--- src/rtl/serial_subtractor_pkg.sv ---
// Shared definitions for the bit-serial subtractor: FSM encoding and default width.
package serial_subtractor_pkg;

    // Sequencer states. The encoding is fixed so that waveforms and external
    // checkers can decode state_q without a lookup table.
    typedef enum logic [1:0] {
        ST_IDLE = 2'd0,
        ST_RUN  = 2'd1,
        ST_DONE = 2'd2
    } state_e;

    // Default operand/result width for the lab ALU datapath.
    localparam int DEFAULT_WIDTH = 8;

    // Signed overflow of a subtraction, given the operand sign bits and the
    // sign bit of the result. It can only overflow when the operand signs
    // differ, and it has overflowed when the result sign differs from the minuend.
    function automatic logic sub_overflow(input logic a_msb,
                                          input logic b_msb,
                                          input logic d_msb);
        return (a_msb != b_msb) && (d_msb != a_msb);
    endfunction

endpackage

--- src/rtl/serial_subtractor_fs.sv ---
// Full-subtractor cell: computes one bit of x - y - bin and its borrow-out.
// This is the only arithmetic in the serial datapath.
module serial_subtractor_fs (
    input  logic x,
    input  logic y,
    input  logic bin,
    output logic d,
    output logic bout
);

    // Difference bit and borrow-out of a single-bit subtraction.
    always_comb begin
        d    = x ^ y ^ bin;
        bout = (~x & y) | (~x & bin) | (y & bin);
    end

endmodule

--- src/rtl/serial_subtractor.sv ---
// Bit-serial two's-complement subtractor: diff = a - b, LSB first, one bit
// per clock through a single full-subtractor cell and a borrow flop.
//
// Handshake: start is sampled on a rising edge while the sequencer is IDLE or
// DONE; that edge (the accepting edge) captures a and b. busy is high while
// bits are being processed and start is ignored then. done is a single-cycle
// pulse WIDTH edges after the accepting edge; diff/borrow/overflow are valid
// while done is high and hold until the next completion or reset. A start
// seen in the DONE cycle is accepted immediately (back-to-back operation).
module serial_subtractor
    import serial_subtractor_pkg::*;
#(
    parameter int WIDTH = DEFAULT_WIDTH
) (
    input  logic             clk,
    input  logic             reset,
    input  logic             start,
    input  logic [WIDTH-1:0] a,
    input  logic [WIDTH-1:0] b,
    output logic             busy,
    output logic             done,
    output logic [WIDTH-1:0] diff,
    output logic             borrow,
    output logic             overflow
);

    localparam int CW = (WIDTH > 1) ? $clog2(WIDTH) : 1;
    localparam logic [CW-1:0] CNT_LAST = CW'(WIDTH - 1);
    localparam logic [CW-1:0] CNT_ONE  = CW'(1);

    // Sequencer state.
    state_e state_q, state_d;

    // Operand shift registers, partial result, borrow flop and bit counter.
    logic [WIDTH-1:0] sa_q, sa_d;
    logic [WIDTH-1:0] sb_q, sb_d;
    logic [WIDTH-1:0] res_q, res_d;
    logic             bflop_q, bflop_d;
    logic [CW-1:0]    cnt_q, cnt_d;

    // Operand sign bits, kept for the overflow decision at the last bit.
    logic             a_msb_q, a_msb_d;
    logic             b_msb_q, b_msb_d;

    // Registered outputs; these only change on completion or reset.
    logic [WIDTH-1:0] diff_q, diff_d;
    logic             borrow_q, borrow_d;
    logic             ovf_q, ovf_d;
    logic             done_q, done_d;

    // Full-subtractor cell outputs for the current bit.
    logic             fs_d;
    logic             fs_bout;

    serial_subtractor_fs u_fs (
        .x    (sa_q[0]),
        .y    (sb_q[0]),
        .bin  (bflop_q),
        .d    (fs_d),
        .bout (fs_bout)
    );

    // State register and datapath flops; reset clears everything, including
    // any partially computed result.
    always_ff @(posedge clk or posedge reset) begin
        if (reset) begin
            state_q  <= ST_IDLE;
            sa_q     <= '0;
            sb_q     <= '0;
            res_q    <= '0;
            bflop_q  <= 1'b0;
            cnt_q    <= '0;
            a_msb_q  <= 1'b0;
            b_msb_q  <= 1'b0;
            diff_q   <= '0;
            borrow_q <= 1'b0;
            ovf_q    <= 1'b0;
            done_q   <= 1'b0;
        end else begin
            state_q  <= state_d;
            sa_q     <= sa_d;
            sb_q     <= sb_d;
            res_q    <= res_d;
            bflop_q  <= bflop_d;
            cnt_q    <= cnt_d;
            a_msb_q  <= a_msb_d;
            b_msb_q  <= b_msb_d;
            diff_q   <= diff_d;
            borrow_q <= borrow_d;
            ovf_q    <= ovf_d;
            done_q   <= done_d;
        end
    end

    // Next-state and datapath update: accept in IDLE/DONE, one bit per edge in RUN.
    always_comb begin
        state_d  = state_q;
        sa_d     = sa_q;
        sb_d     = sb_q;
        res_d    = res_q;
        bflop_d  = bflop_q;
        cnt_d    = cnt_q;
        a_msb_d  = a_msb_q;
        b_msb_d  = b_msb_q;
        diff_d   = diff_q;
        borrow_d = borrow_q;
        ovf_d    = ovf_q;
        done_d   = 1'b0;

        case (state_q)
            ST_IDLE, ST_DONE: begin
                if (start) begin
                    // Accepting edge: capture operands and start from a clean borrow.
                    sa_d    = a;
                    sb_d    = b;
                    res_d   = '0;
                    bflop_d = 1'b0;
                    cnt_d   = '0;
                    a_msb_d = a[WIDTH-1];
                    b_msb_d = b[WIDTH-1];
                    state_d = ST_RUN;
                end else if (state_q == ST_DONE) begin
                    state_d = ST_IDLE;
                end
            end

            ST_RUN: begin
                // Shift the operands right and the new difference bit in at the top.
                sa_d    = sa_q >> 1;
                sb_d    = sb_q >> 1;
                res_d   = {fs_d, res_q[WIDTH-1:1]};
                bflop_d = fs_bout;
                cnt_d   = cnt_q + CNT_ONE;
                if (cnt_q == CNT_LAST) begin
                    // Last bit: publish the completed result and pulse done.
                    state_d  = ST_DONE;
                    done_d   = 1'b1;
                    diff_d   = {fs_d, res_q[WIDTH-1:1]};
                    borrow_d = fs_bout;
                    ovf_d    = sub_overflow(a_msb_q, b_msb_q, fs_d);
                end
            end

            default: begin
                state_d = ST_IDLE;
            end
        endcase
    end

    // Output mapping; busy is decoded straight from the state register.
    always_comb begin
        busy     = (state_q == ST_RUN);
        done     = done_q;
        diff     = diff_q;
        borrow   = borrow_q;
        overflow = ovf_q;
    end

endmodule
--- config.mk ---
export PLATFORM = sky130hd
export DESIGN_NAME = serial_subtractor
export DESIGN_NICKNAME = d
export VERILOG_FILES = /design/src/rtl/serial_subtractor_pkg.sv /design/src/rtl/serial_subtractor_fs.sv /design/src/rtl/serial_subtractor.sv
export SDC_FILE = /design/constraint.sdc
export NUM_CORES = 1
export LEC_CHECK = 0
export BUFFER_PORTS_ARGS = -buffer_cell sky130_fd_sc_hd__clkbuf_2
export CAP_MARGIN = 0
export CORE_MARGIN = 4
export CORE_UTILIZATION = 54
export CTS_CLUSTER_DIAMETER = 200
export CTS_CLUSTER_SIZE = 16
export DETAILED_ROUTE_END_ITERATION = 16
export PLACE_DENSITY = 0.8
export SETUP_SLACK_MARGIN = 0.15
export SLEW_MARGIN = 5
export SYNTH_ARGS = -nofsm -noshare
export SYNTH_HDL_FRONTEND = slang
export SYNTH_HIERARCHICAL = 1
export SYNTH_SLANG_ARGS = --single-unit
--- constraint.sdc ---
create_clock -name clk -period 2.1 [get_ports clk]
set_input_delay 0.105 -clock clk [delete_from_list [all_inputs] [get_ports clk]]
set_output_delay 0.105 -clock clk [all_outputs]
set_load 0.02 [all_outputs]
* Yosys cells after proc, flatten, opt, wreduce, memory -nomap -nowiden
Index checks and enable logic that the tools add are counted.
** Operators by class
- Add/subtract/negate cells :: 1
- Equal/unequal tests :: 8
- Mux-type cells :: 16
- Bitwise logic cells :: 8
- Reductions and logical operators :: 8
** Operators by type and width (number)
- $pmux 8 s2 :: 3
- $mux 8 :: 3
- $reduce_and 2->1 :: 4
- $mux 2 :: 3
- $pmux 3 s2 :: 1
- $pmux 2 s2 :: 1
- $add 3x1->3 const B :: 1
- $and 1x1->1 :: 3
- $eq 3x3->1 const B :: 1
- $mux 1 :: 3
- $mux 3 :: 1
- $ne 3x3->1 const B :: 1
- $eq 2x1->1 const B :: 1
- $eq 2x2->1 const B :: 1
- $logic_not 2->1 :: 1
- $ne 1x1->1 :: 2
- $ne 2x1->1 const B :: 1
- $ne 2x2->1 const B :: 1
- $or 1x1->1 :: 2
- $pmux 1 s2 :: 1
- $reduce_bool 2->1 :: 1
- $reduce_or 2->1 :: 1
- $xor 1x1->1 :: 2
- $logic_and 1x1->1 :: 1
- $not 1->1 :: 1
** Word-level totals
- Bits in registers :: 43
- Bits of input ports :: 19
- Output and inout port bits :: 12
- Word-level logic and storage cells :: 53

* Depth between registers and ports, before layout
- Depth in word-level cells :: 5
- Mapped depth :: 6
- Mapped depth without buffers :: 6

* Hierarchy
The synthesis kept the hierarchy.
** By module, submodules not included
- serial_subtractor :: instances 1, cells each 132, area each 1712.9 um^2, seq. area each 1051.0 um^2
- serial_subtractor_fs :: instances 1, cells each 3, area each 27.5 um^2, seq. area each 0.0 um^2

* Worst setup path after synthesis
No wires, ideal clock.
- Path kind :: register to register
- Start point :: register cnt_q[0]
- End point :: register borrow_q (netlist: borrow)
- Library setup time :: 0.125 ns
- Data arrival time :: 1.388 ns
- Data required time :: 1.975 ns
- Slack :: 0.587 ns
- Cell stages (with the launch flop) :: 6
- Buffers on the path :: 1
- Clock period less this slack :: 1.513 ns
- Cell sequence :: dfrtp_1 -> ha_1 -> ha_1 -> nand3b_1 -> buf_4 -> mux2_2
** On the way
- Longest elaborated chain between the ends :: 2
** Ends and longest elaborated chain
- start, declared :: line serial_subtractor.sv:39 : logic [CW-1:0] cnt_q, cnt_d;
- start signal, assigned :: line serial_subtractor.sv:85 : cnt_q <= cnt_d;
- $eq 3x3->1 :: line serial_subtractor.sv:134 : if (cnt_q == CNT_LAST) begin
- $reduce_and 2->1 (no source line)
- end signal, assigned :: line serial_subtractor.sv:89 : borrow_q <= borrow_d;
- end, declared :: line serial_subtractor.sv:47 : logic borrow_q, borrow_d;
Every way passes these cells.
A chain may end at the register's enable or synchronous reset.

* Final worst setup path
- Start point :: register cnt_q[0]
- End point :: register diff_q[1] (netlist: diff[1])
** On the way
- Longest elaborated chain between the ends :: 2
** Ends and longest elaborated chain
- $eq 3x3->1 :: line serial_subtractor.sv:134
- $reduce_and 2->1 (no source line)
- end signal, assigned :: line serial_subtractor.sv:88 : diff_q <= diff_d;
- end, declared :: line serial_subtractor.sv:46 : logic [WIDTH-1:0] diff_q, diff_d;
Every way passes these cells.

==> flow_summary.ini <==
[power_and_ir_drop]
swShare_pct = 37.7
power.share.clock_pct = 12.7
p_int_w = 0.00178
finalPower_w = 0.00286
comb_power_share_pct = 40.1
vdd_ir_drop_max_uv = 839
cellLeakagePower_nw = 0.986
seqPwrFrac_pct = 47.2
p_per_area_nw_per_um2 = 1440
p_switching_w = 0.00108

[clock_tree]
postCtsSetupBuffers = 0
cts.path.max_buffers = 2
root_buffer = clkbuf_4
clock-sinks = 42
numCtsBuffers = 5
htreeDepth = 2
cts_resized = 0
clk_pin_slew_ns = 0.11
worst_skew_pair.late_latency_ns = 0.34
cts_tree = done

[final_layout]
area_growth_syn_to_layout_pct = 13.9
finalNetCount = 192
layout_commonest_cell = dfrtp_1
final_cell_mix = dfrtp_1, clkbuf_2, nand2_1, mux2i_1
n_antenna_cell = 0
layout-drive-gt1-share_pct = 31.2
fin_util_pct = 64.4

[worst_hold_path]
hp-class = primary input to register
min_delay_path_depth = 2
hold_path.startpoint = a[7]
hold_end = sa_q[7]

[detailed_routing]
drt-wirelength-per-cell_um = 14.3
drt_first_pass_iters = 4
vias = 1130
drc = 0
initialDrtViolationCount = 32
ant_nets = 0
avgViaCountPerCell = 5.28
drt_wl_total_um = 3070

[timing]
tightest_slew_ns = 0.849
hold_violations = 0
drv_slew = 0
setup_viol_count_final = 0
slew_headroom_pct = 43.2
rsz0062_at_grt = no
fin_crit_sh_pct = 83.6
skew_ns = 0.00288
max_freq_mhz = 570
tns_ns = 0
setup_slack_ns = 0.344
worst_hold_slack_ns = 0.0120
post-route-min-period_ns = 1.76

[setup_path]
worstSetupPathType = register to register
required_ns = 2.33
crit_chain = ha_1 > ha_1 > nand3b_1 > mux2_2
rrSetupSlack_ns = 0.34
crit_path_max_incr_delay_ns = 0.44
slowest_stage = nand3b_1
crit_path_start_kind = register
worstPathMaxFanout = 13
reg2reg_depth = 4
crit_top_cell = ha_1
end_kind = register
worstPathArrival_ns = 1.99
r2r-start = cnt_q[0]
r2r_end = diff[1]

[yosys]
synth.cell_area_um2 = 1740
synthCells = 135
yosysTopAreaCellShare_pct = 60.4
syn_nets = 157
seq_area_frac_synth_pct = 60.4
syn_avg_cell_area_um2 = 12.9
ys_ff_latch = 42
ys_warn_count = 6
synth.distinct_cells = 23
synthTopCellsByArea = dfrtp_1, mux2i_1, mux2_2
yosysTopAreaCell = dfrtp_1

[global_routing]
grt_start_max_net_pins = 43
grt.overflow.total = 0
grt_pass1_vias = 1201
grtUsageTotal_pct = 17.7
grt_pass1_wl_um = 5600
antenna_found_initial = 0

[floorplan]
pin_count = 31
dieWidth_um = 64.8
die_area_um2 = 4200
start_util_pct = 56.5
die_h_um = 64.8
num_rows = 20
core-area_um2 = 3080

[outcome]
status = complete, no violations

[placed_design]
port_buffers = 30
gp_congestion = 0.686
dpl_worst_slack_ns = 0.360
dp_hpwl_um = 2160

[run]
maxCapViolations = 0
==> worst max-delay path: cells and delay by family (launching register included) <==
kind / cells / cell delay (ns)
adders and majority gates: 2 / 0.40
and+or+nand+nor: 1 / 0.44
DFF: 1 / 0.41
muxes: 1 / 0.41
==> metal layers <==
| layer | global-route usage (%) | part of all wire, % | wire length, um |
|---|---|---|---|
| met1 | 23.8 | 45 | 1400 |
| met2 | 26.9 | 49 | 1500 |
| met3 | 6.07 | 4.9 | 150 |
| met4 | 5.54 | 0.72 | 22 |
| met5 | 0 | 0 | 0 |
==> what timing repair did <==
action	4_1_cts	5_1_grt
hold buffers	2	0
setup endpoints to repair	0	0
endpoints found under the hold margin	43	0
==> registers in the layout (all words and copies together) (netlist names), 2 cells and up <==
name,cells
diff,8
sa_q,8
sb_q,8
res_q,7
cnt_q,3
state_q,2
==> worst max-delay path by stage <==
| stage | cells past startpoint | slack, ns | startpoint | to |
|---|---|---|---|---|
| finish | 4 | 0.34 | cnt_q[0] | diff[1] |
| global route | 4 | 0.23 | cnt_q[0] | diff[4] |
| detailed placement | 4 | 0.36 | cnt_q[0] | diff[1] |
| floorplan | 5 | 0.59 | cnt_q[0] | borrow |
| CTS | 4 | 0.35 | cnt_q[0] | diff[6] |
| global placement | 4 | 0.45 | cnt_q[0] | diff[7] |
==> cell families after synthesis <==
group / synth area share (%)
DFF: 60.4
adders and majority gates: 2.59
and+or+nand+nor: 5.46
muxes: 15.8
buffers and inverters: 4.67
AOI/OAI and AO/OA: 11.1
==> power groups by stage <==
stage	Sequential [W]	Clock [W]	Combinational, W
floorplan	0.00142	0	0.000803
CTS	0.00135	0.000371	0.00117
global route	0.00140	0.000414	0.00130
finish	0.00135	0.000363	0.00115
detailed placement	0.00136	0	0.00116
global placement	0.00134	0	0.00110
==> stage by stage <==
stage,instance area (um2),std cells
6_report,1980,214
5_1_grt,1980,214
4_1_cts,1980,214
3_5_place_dp,1920,205
3_3_place_gp,1920,205
2_1_floorplan,1740,135
==> cells in the mapped netlist <==
library cell and number:
a21oi_1 1, a22o_1 12, and3b_1 1, buf_2 2, buf_4 2, buf_6 1
buf_8 1, clkbuf_1 2, dfrtp_1 42, fa_1 1, ha_1 2, inv_1 5
inv_2 1, mux2_2 12, mux2i_1 14, nand2_1 15, nand2b_1 1, nand3b_1 1
nor2_1 2, nor2b_2 1, o21ai_0 8, o21ai_1 7, o21bai_1 1
==> area by class of cell <==
cell class / instances / area (um2)
clock buffers: 7 / 45.0
fillers: 267 / 1100
inverters: 6 / 22.5
multi-input cells: 79 / 608
flip-flops and latches: 42 / 1050
well taps: 44 / 55.1
repair buffers: 36 / 200
Power figures use the tool's default switching activity.
